--- config.mk ---
export PLATFORM = sky130hd
export DESIGN_NAME = stream_deserializer_flat
export DESIGN_NICKNAME = d
export VERILOG_FILES = /design/src/rtl/stream_deserializer_if.sv /design/src/rtl/stream_deserializer.sv /design/src/flat_wrapper.sv
export SDC_FILE = /design/constraint.sdc
export NUM_CORES = 1
export LEC_CHECK = 0
export CELL_PAD_IN_SITES_DETAIL_PLACEMENT = 1
export CELL_PAD_IN_SITES_GLOBAL_PLACEMENT = 1
export CORE_MARGIN = 2
export CORE_UTILIZATION = 35
export DETAILED_ROUTE_END_ITERATION = 6
export PLACE_DENSITY = 0.8
export SETUP_SLACK_MARGIN = 0.05
export SYNTH_ARGS = -nofsm -noshare
export SYNTH_HDL_FRONTEND = slang
export SYNTH_SLANG_ARGS = --single-unit
--- constraint.sdc ---
create_clock -name clk -period 1.8 [get_ports clk]
set_input_delay 0.36 -clock clk [delete_from_list [all_inputs] [get_ports clk]]
set_output_delay 0.36 -clock clk [all_outputs]
set_load 0.005 [all_outputs]
--- src/rtl/stream_deserializer_if.sv ---
// Valid/ready bundle between a narrow upstream lane and a wide downstream word.
// Ports: up_bus/up_last/up_val/up_rdy (narrow side), dn_bus/dn_cnt/dn_last/dn_val/dn_rdy (wide side).
interface stream_deserializer_if #(
    parameter int DATA_WIDTH = 8,
    parameter int RATIO      = 4
);
    localparam int CNT_WIDTH = $clog2(RATIO) + 1;

    logic [DATA_WIDTH-1:0]       up_bus;
    logic                        up_last;
    logic                        up_val;
    logic                        up_rdy;
    logic [DATA_WIDTH*RATIO-1:0] dn_bus;
    logic [CNT_WIDTH-1:0]        dn_cnt;
    logic                        dn_last;
    logic                        dn_val;
    logic                        dn_rdy;

    modport master (
        output up_bus, up_last, up_val, dn_rdy,
        input  up_rdy, dn_bus, dn_cnt, dn_last, dn_val
    );

    modport slave (
        input  up_bus, up_last, up_val, dn_rdy,
        output up_rdy, dn_bus, dn_cnt, dn_last, dn_val
    );
endinterface

--- src/rtl/stream_deserializer.sv ---
// Narrow-to-wide width converter: packs RATIO upstream lanes into one registered word.
// Ports: clk, rst (sync, active-high), bus (slave modport of stream_deserializer_if).
module stream_deserializer #(
    parameter int DATA_WIDTH = 8,
    parameter int RATIO      = 4
) (
    input logic                  clk,
    input logic                  rst,
    stream_deserializer_if.slave bus
);
    localparam int IDX_W     = $clog2(RATIO);
    localparam int CNT_WIDTH = IDX_W + 1;
    localparam int W         = DATA_WIDTH * RATIO;
    localparam int AW        = DATA_WIDTH * (RATIO - 1);

    logic [IDX_W-1:0]     idx_q, idx_d;
    logic [AW-1:0]        acc_q, acc_d;
    logic [W-1:0]         dn_bus_q, dn_bus_d;
    logic [CNT_WIDTH-1:0] dn_cnt_q, dn_cnt_d;
    logic                 dn_last_q, dn_last_d;
    logic                 dn_val_q, dn_val_d;

    logic                 dn_active;
    logic                 up_fire;
    logic                 complete;
    logic [W-1:0]         acc_ext;
    logic [W-1:0]         word;

    // Ready depends only on the output register, never on up_val/up_last.
    assign dn_active = ~dn_val_q | bus.dn_rdy;
    assign up_fire   = bus.up_val & dn_active;
    assign complete  = up_fire &
                       (bus.up_last | (idx_q == IDX_W'(RATIO - 1)));

    // Zero-extended accumulator so every lane can be indexed uniformly.
    assign acc_ext = {{DATA_WIDTH{1'b0}}, acc_q};

    // Lanes below idx from acc, current beat at idx, zeros above.
    always_comb begin
        word = '0;
        for (int i = 0; i < RATIO; i++) begin
            if (i < int'(idx_q)) begin
                word[i*DATA_WIDTH +: DATA_WIDTH] =
                    acc_ext[i*DATA_WIDTH +: DATA_WIDTH];
            end else if (i == int'(idx_q)) begin
                word[i*DATA_WIDTH +: DATA_WIDTH] = bus.up_bus;
            end
        end
    end

    always_comb begin
        idx_d     = idx_q;
        acc_d     = acc_q;
        dn_bus_d  = dn_bus_q;
        dn_cnt_d  = dn_cnt_q;
        dn_last_d = dn_last_q;
        dn_val_d  = dn_val_q;
        if (complete) begin
            dn_bus_d  = word;
            dn_cnt_d  = CNT_WIDTH'(idx_q) + CNT_WIDTH'(1);
            dn_last_d = bus.up_last;
            dn_val_d  = 1'b1;
            idx_d     = '0;
            acc_d     = '0;
        end else begin
            // Non-completing beat: idx < RATIO-1, so the lane fits in acc.
            if (up_fire) begin
                acc_d = word[AW-1:0];
                idx_d = idx_q + IDX_W'(1);
            end
            if (bus.dn_rdy) begin
                dn_val_d = 1'b0;
            end
        end
    end

    always_ff @(posedge clk) begin
        if (rst) begin
            idx_q     <= '0;
            acc_q     <= '0;
            dn_bus_q  <= '0;
            dn_cnt_q  <= '0;
            dn_last_q <= 1'b0;
            dn_val_q  <= 1'b0;
        end else begin
            idx_q     <= idx_d;
            acc_q     <= acc_d;
            dn_bus_q  <= dn_bus_d;
            dn_cnt_q  <= dn_cnt_d;
            dn_last_q <= dn_last_d;
            dn_val_q  <= dn_val_d;
        end
    end

    assign bus.up_rdy  = dn_active;
    assign bus.dn_bus  = dn_bus_q;
    assign bus.dn_cnt  = dn_cnt_q;
    assign bus.dn_last = dn_last_q;
    assign bus.dn_val  = dn_val_q;
endmodule

--- src/flat_wrapper.sv ---
// flat-port wrapper written by rule: the top's interface ports become plain ports
module stream_deserializer_flat 
#(
    parameter int DATA_WIDTH = 8,
    parameter int RATIO      = 4
)
  (clk, rst, bus_up_bus, bus_up_last, bus_up_val, bus_dn_rdy, bus_up_rdy, bus_dn_bus, bus_dn_cnt, bus_dn_last, bus_dn_val);
  stream_deserializer_if #(.DATA_WIDTH(DATA_WIDTH), .RATIO(RATIO)) bus_i ();
  input logic clk;
  input logic rst;
  input wire logic [$bits(bus_i.up_bus)-1:0] bus_up_bus;
  input wire logic [$bits(bus_i.up_last)-1:0] bus_up_last;
  input wire logic [$bits(bus_i.up_val)-1:0] bus_up_val;
  input wire logic [$bits(bus_i.dn_rdy)-1:0] bus_dn_rdy;
  output wire logic [$bits(bus_i.up_rdy)-1:0] bus_up_rdy;
  output wire logic [$bits(bus_i.dn_bus)-1:0] bus_dn_bus;
  output wire logic [$bits(bus_i.dn_cnt)-1:0] bus_dn_cnt;
  output wire logic [$bits(bus_i.dn_last)-1:0] bus_dn_last;
  output wire logic [$bits(bus_i.dn_val)-1:0] bus_dn_val;
  assign bus_i.up_bus = bus_up_bus;
  assign bus_i.up_last = bus_up_last;
  assign bus_i.up_val = bus_up_val;
  assign bus_i.dn_rdy = bus_dn_rdy;
  assign bus_up_rdy = bus_i.up_rdy;
  assign bus_dn_bus = bus_i.dn_bus;
  assign bus_dn_cnt = bus_i.dn_cnt;
  assign bus_dn_last = bus_i.dn_last;
  assign bus_dn_val = bus_i.dn_val;
  stream_deserializer #(.DATA_WIDTH(DATA_WIDTH), .RATIO(RATIO)) u_core (.clk(clk), .rst(rst), .bus(bus_i));
endmodule
==> run_summary.xml, run 1 <==
<?xml version="1.0" encoding="UTF-8"?>
<metrics>
  <group name="critical_path">
    <metric name="reg2reg_from" unit="">u_core.idx_q[1]</metric>
    <metric name="timing.critical_path.required" unit="ns">1.44</metric>
    <metric name="regToRegEndpoint" unit="">u_core.bus.dn_bus[11]</metric>
    <metric name="reg2reg_slack" unit="ns">0.22</metric>
    <metric name="setup.worst_path.start_class" unit="">input port</metric>
    <metric name="arrival" unit="ns">1.23</metric>
    <metric name="critical_path_class" unit="">input port to primary output</metric>
    <metric name="worst_r2r_path_depth" unit="">5</metric>
    <metric name="worst-path-max-fanout" unit="">2</metric>
    <metric name="end_kind" unit="">primary output</metric>
  </group>
  <group name="placement">
    <metric name="gpl.final_weighted_congestion" unit="">0.777</metric>
    <metric name="place_hpwl" unit="um">4610</metric>
    <metric name="buffers_added_on_ports" unit="">50</metric>
  </group>
  <group name="pwr">
    <metric name="report.power.total" unit="uW">3150</metric>
    <metric name="power_frac_comb" unit="%">10.1</metric>
    <metric name="power_switching_share" unit="%">23.9</metric>
    <metric name="power.ir.vdd_worst" unit="mV">0.386</metric>
    <metric name="share_clk_of_total_power" unit="%">43.9</metric>
    <metric name="cellLeakagePower" unit="uW">0.00127</metric>
    <metric name="switching_power" unit="uW">755</metric>
    <metric name="pwr_density_cell" unit="nW/um^2">926</metric>
    <metric name="share_seq_of_total_power" unit="%">46.0</metric>
    <metric name="internal_power" unit="uW">2400</metric>
  </group>
  <group name="timing">
    <metric name="period_needed" unit="ns">1.59</metric>
    <metric name="rsz0062_at_grt" unit="">no</metric>
    <metric name="report.final.hold_viol_count" unit="">0</metric>
    <metric name="max_clock_freq" unit="GHz">0.629</metric>
    <metric name="max_slew_violation_total_from_the_final_report" unit="">0</metric>
    <metric name="worst_slew_margin_rel" unit="%">77.9</metric>
    <metric name="worst-slew-pin-transition" unit="ns">0.332</metric>
    <metric name="timing.setup.tns" unit="ns">0</metric>
    <metric name="fin_crit_sh" unit="%">88.4</metric>
    <metric name="finalSetupViolations" unit="">0</metric>
    <metric name="fin_worst_skew" unit="ns">0.00935</metric>
  </group>
  <group name="floorplanning">
    <metric name="design.portCount" unit="">51</metric>
    <metric name="fp.dieW" unit="um">88.3</metric>
    <metric name="dieHeight" unit="um">88.3</metric>
    <metric name="num_rows" unit="">30</metric>
    <metric name="fp.dieArea" unit="sq um">7800</metric>
    <metric name="core_area" unit="sq um">6830</metric>
    <metric name="effective_utilization_at_floorplan" unit="%">36.4</metric>
  </group>
  <group name="routing">
    <metric name="vias_per_cell" unit="">5.29</metric>
    <metric name="detailroute.wirelength.met2" unit="um">3340</metric>
    <metric name="postRouteWirelength" unit="um">6720</metric>
    <metric name="post_drt_wl_per_cell" unit="um">17.2</metric>
    <metric name="detailed_route_wire_length_on_metal_1" unit="um">2980</metric>
    <metric name="met3RoutedLength" unit="um">293</metric>
    <metric name="dr.max_layer_used" unit="">met4</metric>
    <metric name="detailroute.via_count" unit="">2068</metric>
    <metric name="remaining_drc_errors" unit="">0</metric>
    <metric name="detail_route.iter0.violations" unit="">84</metric>
    <metric name="postRouteAntennaNets" unit="">0</metric>
    <metric name="drt-pass1-iter-count" unit="">4</metric>
  </group>
  <group name="min_path">
    <metric name="worst_hold_startpoint" unit="">u_core.acc_q[11]</metric>
    <metric name="min_delay_worst_type" unit="">register to register</metric>
    <metric name="hold_end" unit="">u_core.acc_q[11]</metric>
    <metric name="hold_depth" unit="">1</metric>
  </group>
  <group name="clock_tree">
    <metric name="cts.path.max_buffers" unit="">2</metric>
    <metric name="tritoncts" unit="">built</metric>
    <metric name="tritoncts_num_sinks" unit="">63</metric>
    <metric name="clock_tree_root_buffer_cell" unit="">clkbuf_8</metric>
    <metric name="worst_skew_pair.late_latency" unit="ns">0.35</metric>
    <metric name="worst_setup_hold_path_clk_slew" unit="ns">0.06</metric>
    <metric name="number_of_buffers_added_by_the_clock_tree_synthesis_step" unit="">9</metric>
    <metric name="cts_max_level" unit="">3</metric>
  </group>
  <group name="layout">
    <metric name="final_cell_mix" unit="">dfxtp_1 (62), clkdlybuf4s50_1 (49), o2bb2ai_1 (42), a21oi_1 (20), buf_4 (13)</metric>
    <metric name="final_layout_size_suffix_gt1_share" unit="%">15.6</metric>
    <metric name="fin_nets" unit="">308</metric>
    <metric name="antenna_cells" unit="">0</metric>
    <metric name="commonest_non_fill_non_tap_cell_in_the_layout" unit="">dfxtp_1</metric>
    <metric name="final_standard_cell_utilization_of_the_core" unit="%">49.8</metric>
    <metric name="area_growth_syn_to_fin" unit="%">36.8</metric>
  </group>
  <group name="global_routing">
    <metric name="global_route.overflow_total" unit="">0</metric>
    <metric name="grt_max_degree" unit="">27</metric>
    <metric name="grt_antenna_before_repair" unit="">0</metric>
    <metric name="grt_first_pass_wirelength" unit="um">11000</metric>
    <metric name="grt_pass1_vias" unit="">2167</metric>
    <metric name="grt.total_usage" unit="%">18.8</metric>
  </group>
  <group name="synth">
    <metric name="syn_area" unit="sq um">2490</metric>
    <metric name="syn_inst" unit="">229</metric>
    <metric name="syn_avg_cell_area" unit="sq um">10.9</metric>
    <metric name="seq_area_frac_synth" unit="%">50.7</metric>
    <metric name="synth.distinct_cells" unit="">31</metric>
    <metric name="synth.yosys.warnings" unit="">0</metric>
    <metric name="synth.ff_latch_count" unit="">63</metric>
    <metric name="syn_nets" unit="">247</metric>
  </group>
  <group name="status">
    <metric name="result_of_the_run" unit="">finished clean</metric>
  </group>
  <group name="job">
    <metric name="drv.max_cap_violation_count" unit="">0</metric>
  </group>
</metrics>
==> kinds of logic after synthesis <==
logic type      synth area share [%]
simple gates                    10.5
flops                           50.7
buf+inv                         5.18
compound gates                  28.0
mux                             3.22
fa+ha+maj                       2.51
==> power by group through the flow <==
| stage | Clock [uW] | Sequential (uW) | Combinational, uW |
|---|---|---|---|
| after CTS | 1410 | 1450 | 321 |
| after global placement | 0 | 1480 | 311 |
| after detailed placement | 0 | 1480 | 319 |
| final | 1380 | 1450 | 320 |
| after global routing | 1470 | 1450 | 348 |
| after floorplan | 0 | 1480 | 163 |
==> critical path, stage by stage <==
cell             delay [ns]
clkdlybuf4s50_1        0.44
nor2b_4                0.13
inv_2                  0.04
dlygate4sd2_1          0.26
==> synth_stat cells (all sizes together) <==
cell | instances | area [sq um]
a21oi | 21 | 109
a22o | 8 | 75.1
a31o | 2 | 17.5
a31oi | 9 | 71.3
and2 | 9 | 56.3
and2b | 1 | 7.51
and3b | 8 | 70.1
buf | 15 | 98.8
clkbuf | 2 | 7.51
clkinv | 1 | 3.75
dfxtp | 63 | 1260
ha | 5 | 62.6
inv | 5 | 18.8
mux2i | 8 | 80.1
nand2 | 2 | 7.51
nand3 | 12 | 65.1
nand3b | 1 | 20.0
nor2 | 1 | 3.75
nor2b | 1 | 13.8
nor3 | 1 | 10.0
o21ai | 11 | 55.1
o2bb2ai | 42 | 368
or2 | 1 | 6.26
==> timing repair <==
action                                  4_1_cts  5_1_grt
gates resized for setup                       1        1
endpoints found under the setup margin        1        5
setup buffers                                 0        0
hold buffers                                  0        0
==> routing by layer <==
layer	GRT usage, %	vias to the layer above
li1	-	987
met1	22.7	1025
met2	31.8	47
met4	6.34	0
met3	5.97	9
met5	0	-
==> flip-flops by register name (all words and copies together), names as in the netlist <==
name and count:
u_core.bus.dn_bus 32, u_core.acc_q 24, u_core.bus.dn_cnt 3, u_core.idx_q 2, u_core.bus.dn_last 1, u_core.bus.dn_val 1
==> stage by stage <==
step,setup slack [ns],area [sq um],hold WS (ns),cells
floorplan,0.121,2490,0.424,229
CTS,0.144,3400,0.458,391
global placement,-0.0253,3180,0.436,375
global route,0.117,3400,0.485,391
finish,0.209,3400,0.451,391
detailed placement,-0.0887,3180,0.439,375
==> area by class of cell <==
cell class	instances	area, sq um
tap	96	120
timing repair buffer	67	677
clock inverter	5	81.3
fill	767	3430
inverter	6	22.5
clock buffer	11	141
sequential	63	1260
multi-input combinational	143	1100
==> how the worst max path moves through the flow <==
stage | startpoint | endpoint | slack [ns] | cells past startpoint
after floorplan | u_core.idx_q[1] | u_core.acc_q[0] | 0.12 | 7
after global placement | bus_dn_rdy | bus_up_rdy | -0.03 | 4
after detailed placement | bus_up_val | u_core.acc_q[3] | -0.09 | 5
after CTS | u_core.idx_q[1] | u_core.bus.dn_bus[25] | 0.14 | 5
after global routing | u_core.idx_q[0] | u_core.acc_q[6] | 0.12 | 6
final | bus_dn_rdy | bus_up_rdy | 0.21 | 4
No activity file was read; power rests on OpenSTA's default activity.
==> run 2: changes to the inputs <==
--- a/config.mk
+++ b/config.mk
@@ -10,6 +10,7 @@
 export CORE_MARGIN = 2
 export CORE_UTILIZATION = 35
 export DETAILED_ROUTE_END_ITERATION = 6
+export GPL_TIMING_DRIVEN = 1
 export PLACE_DENSITY = 0.8
 export SETUP_SLACK_MARGIN = 0.05
 export SYNTH_ARGS = -nofsm -noshare
==> results of run 2 <==
No change in the layout: final DEF, timing and power equal those of run 1.
==> run 3: changes to the inputs <==
--- a/config.mk
+++ b/config.mk
@@ -8,10 +8,11 @@
 export CELL_PAD_IN_SITES_DETAIL_PLACEMENT = 1
 export CELL_PAD_IN_SITES_GLOBAL_PLACEMENT = 1
 export CORE_MARGIN = 2
-export CORE_UTILIZATION = 35
+export CORE_UTILIZATION = 40
 export DETAILED_ROUTE_END_ITERATION = 6
+export DONT_BUFFER_PORTS = 1
 export GPL_TIMING_DRIVEN = 1
-export PLACE_DENSITY = 0.8
+export PLACE_DENSITY = 0.75
 export SETUP_SLACK_MARGIN = 0.05
 export SYNTH_ARGS = -nofsm -noshare
 export SYNTH_HDL_FRONTEND = slang
==> run_summary.xml, run 3 (same netlist as run 1, synthesis figures left out) <==
<?xml version="1.0" encoding="UTF-8"?>
<metrics>
  <group name="floorplanning">
    <metric name="num_rows" unit="">28</metric>
    <metric name="fp.dieW" unit="um">82.9</metric>
    <metric name="dieHeight" unit="um">82.9</metric>
    <metric name="core_area" unit="sq um">5960</metric>
    <metric name="fp.dieArea" unit="sq um">6870</metric>
    <metric name="effective_utilization_at_floorplan" unit="%">41.8</metric>
    <metric name="design.portCount" unit="">51</metric>
  </group>
  <group name="critical_path">
    <metric name="worst_r2r_path_depth" unit="">5</metric>
    <metric name="timing.critical_path.cells" unit="">nor2b_4, inv_2, buf_4</metric>
    <metric name="end_kind" unit="">primary output</metric>
    <metric name="worst-path-max-fanout" unit="">10</metric>
    <metric name="cp_num_buf_inv" unit="">2</metric>
    <metric name="setup.worst_path.start_class" unit="">register</metric>
    <metric name="critical-path-max-stage-delay" unit="ns">0.36</metric>
    <metric name="arrival" unit="ns">1.27</metric>
    <metric name="path_depth" unit="">3</metric>
    <metric name="critical_path_class" unit="">register to primary output</metric>
    <metric name="critical-path-top-delay-family" unit="">flip-flops</metric>
    <metric name="timing.critical_path.required" unit="ns">1.44</metric>
    <metric name="slowest_stage" unit="">dfxtp_1</metric>
  </group>
  <group name="layout">
    <metric name="largest_register_ff_count" unit="">32</metric>
    <metric name="final_cell_mix" unit="">dfxtp_1 (63), o2bb2ai_1 (42), a21oi_1 (20), clkbuf_8 (13)</metric>
    <metric name="area.sequential" unit="sq um">1260</metric>
    <metric name="antenna_cells" unit="">0</metric>
    <metric name="final_layout_size_suffix_gt1_share" unit="%">16.3</metric>
    <metric name="commonest_non_fill_non_tap_cell_in_the_layout" unit="">dfxtp_1</metric>
    <metric name="multi_input_area" unit="sq um">1100</metric>
    <metric name="fin_nets" unit="">252</metric>
    <metric name="filler_cell_count" unit="">636</metric>
    <metric name="area_growth_syn_to_fin" unit="%">11.2</metric>
    <metric name="final_cells" unit="">314</metric>
  </group>
  <group name="placement">
    <metric name="setup_slack_at_placement" unit="ns">0.211</metric>
    <metric name="gpl.final_weighted_congestion" unit="">0.753</metric>
    <metric name="place_hpwl" unit="um">4180</metric>
    <metric name="placedCellCount" unit="">298</metric>
    <metric name="buffers_added_on_ports" unit="">0</metric>
  </group>
  <group name="clock_tree">
    <metric name="clock_tree_root_buffer_cell" unit="">clkbuf_8</metric>
    <metric name="worst_setup_hold_path_clk_slew" unit="ns">0.06</metric>
    <metric name="tritoncts" unit="">built</metric>
    <metric name="cts_repair_resize_count" unit="">0</metric>
    <metric name="tritoncts_num_sinks" unit="">63</metric>
    <metric name="cts.hold.buffers_added" unit="">0</metric>
    <metric name="cts_setup_buffers" unit="">0</metric>
    <metric name="cts_max_level" unit="">3</metric>
    <metric name="cts.path.max_buffers" unit="">2</metric>
    <metric name="worst_skew_pair.late_latency" unit="ns">0.34</metric>
    <metric name="number_of_buffers_added_by_the_clock_tree_synthesis_step" unit="">9</metric>
  </group>
  <group name="timing">
    <metric name="period_needed" unit="ns">1.63</metric>
    <metric name="finalWorstSetupSlack" unit="ns">0.168</metric>
    <metric name="hold-worst-slack" unit="ns">0.0862</metric>
    <metric name="timing.setup.tns" unit="ns">0</metric>
    <metric name="worst_slew_margin_rel" unit="%">54.6</metric>
    <metric name="worst-slew-pin-transition" unit="ns">0.677</metric>
    <metric name="fin_worst_skew" unit="ns">0.00529</metric>
    <metric name="fin_crit_sh" unit="%">90.7</metric>
    <metric name="finalSetupViolations" unit="">0</metric>
    <metric name="rsz0062_at_grt" unit="">no</metric>
    <metric name="max_clock_freq" unit="GHz">0.613</metric>
    <metric name="report.final.hold_viol_count" unit="">0</metric>
    <metric name="max_slew_violation_total_from_the_final_report" unit="">0</metric>
  </group>
  <group name="min_path">
    <metric name="min_delay_worst_type" unit="">input port to register</metric>
    <metric name="hold_depth" unit="">1</metric>
  </group>
  <group name="routing">
    <metric name="postRouteAntennaNets" unit="">0</metric>
    <metric name="drt-pass1-iter-count" unit="">4</metric>
    <metric name="detail_route.iter0.violations" unit="">100</metric>
    <metric name="postRouteWirelength" unit="um">6290</metric>
    <metric name="post_drt_wl_per_cell" unit="um">20.0</metric>
    <metric name="vias_per_cell" unit="">5.86</metric>
    <metric name="remaining_drc_errors" unit="">0</metric>
    <metric name="detailroute.via_count" unit="">1841</metric>
  </group>
  <group name="job">
    <metric name="drv.max_cap_violation_count" unit="">0</metric>
  </group>
  <group name="pwr">
    <metric name="share_clk_of_total_power" unit="%">41.8</metric>
    <metric name="power_switching_share" unit="%">24.3</metric>
    <metric name="internal_power" unit="uW">2160</metric>
    <metric name="power_frac_comb" unit="%">7.2</metric>
    <metric name="switching_power" unit="uW">692</metric>
    <metric name="cellLeakagePower" unit="uW">0.00104</metric>
    <metric name="power.ir.vdd_worst" unit="mV">0.502</metric>
    <metric name="share_seq_of_total_power" unit="%">51.0</metric>
    <metric name="pwr_density_cell" unit="nW/um^2">1030</metric>
  </group>
  <group name="global_routing">
    <metric name="grt_antenna_before_repair" unit="">0</metric>
    <metric name="grt_max_degree" unit="">22</metric>
    <metric name="grt.total_usage" unit="%">19.2</metric>
    <metric name="global_route.overflow_total" unit="">0</metric>
    <metric name="grt_first_pass_wirelength" unit="um">10400</metric>
    <metric name="grt_pass1_vias" unit="">1867</metric>
  </group>
  <group name="status">
    <metric name="result_of_the_run" unit="">finished clean</metric>
  </group>
</metrics>
## run 3: path summary, 6_finish.rpt
kind                     startpoint                     to  slack, ns
setup / recovery  u_core.bus.dn_val             bus_up_rdy       0.17
hold / removal                  rst     u_core.bus.dn_last       0.09
setup reg to reg    u_core.idx_q[1]  u_core.bus.dn_bus[25]       0.21
hold reg to reg    u_core.acc_q[14]       u_core.acc_q[14]       0.46
## run 3: area by class of cell
cell class	instances	share of cell area (%)
Clock buffer	14	6.60
Clock inverter	2	0.452
Inverter	6	0.814
Multi-Input combinational cell	143	39.7
Sequential cell	63	45.6
Tap cell	75	3.39
Timing Repair Buffer	11	3.44
## run 3: layer usage
layer  wire length (um)  vias to the layer above  GRT usage [%]
li1                   -                      879              -
met1               3070                      900           25.6
met2               2720                       53           27.4
met3                391                        9           6.26
met4                120                        0           10.3
met5                  0                        -              0
## run 3: power groups by stage
stage | clock network [uW] | registers [uW] | logic (uW)
final | 1190 | 1450 | 205
after global routing | 1280 | 1460 | 227
after CTS | 1210 | 1450 | 206
after detailed placement | 0 | 1480 | 203
after global placement | 0 | 1480 | 200
after floorplan | 0 | 1480 | 163
## run 3: through the flow
step	power [uW]	area [sq um]	utilization (%)
final	2850	2770	46.4
after floorplan	1640	2490	-
after CTS	2870	2770	46.4
after global routing	2960	2770	46.4
after global placement	1680	2570	43.2
after detailed placement	1690	2570	43.2
## run 3: worst register-to-register path, cell delays in order, from the launching register on
cell	delay, ns
dfxtp_1	0.33
ha_1	0.19
or2_1	0.33
a31oi_4	0.22
buf_4	0.28
a22o_2	0.20
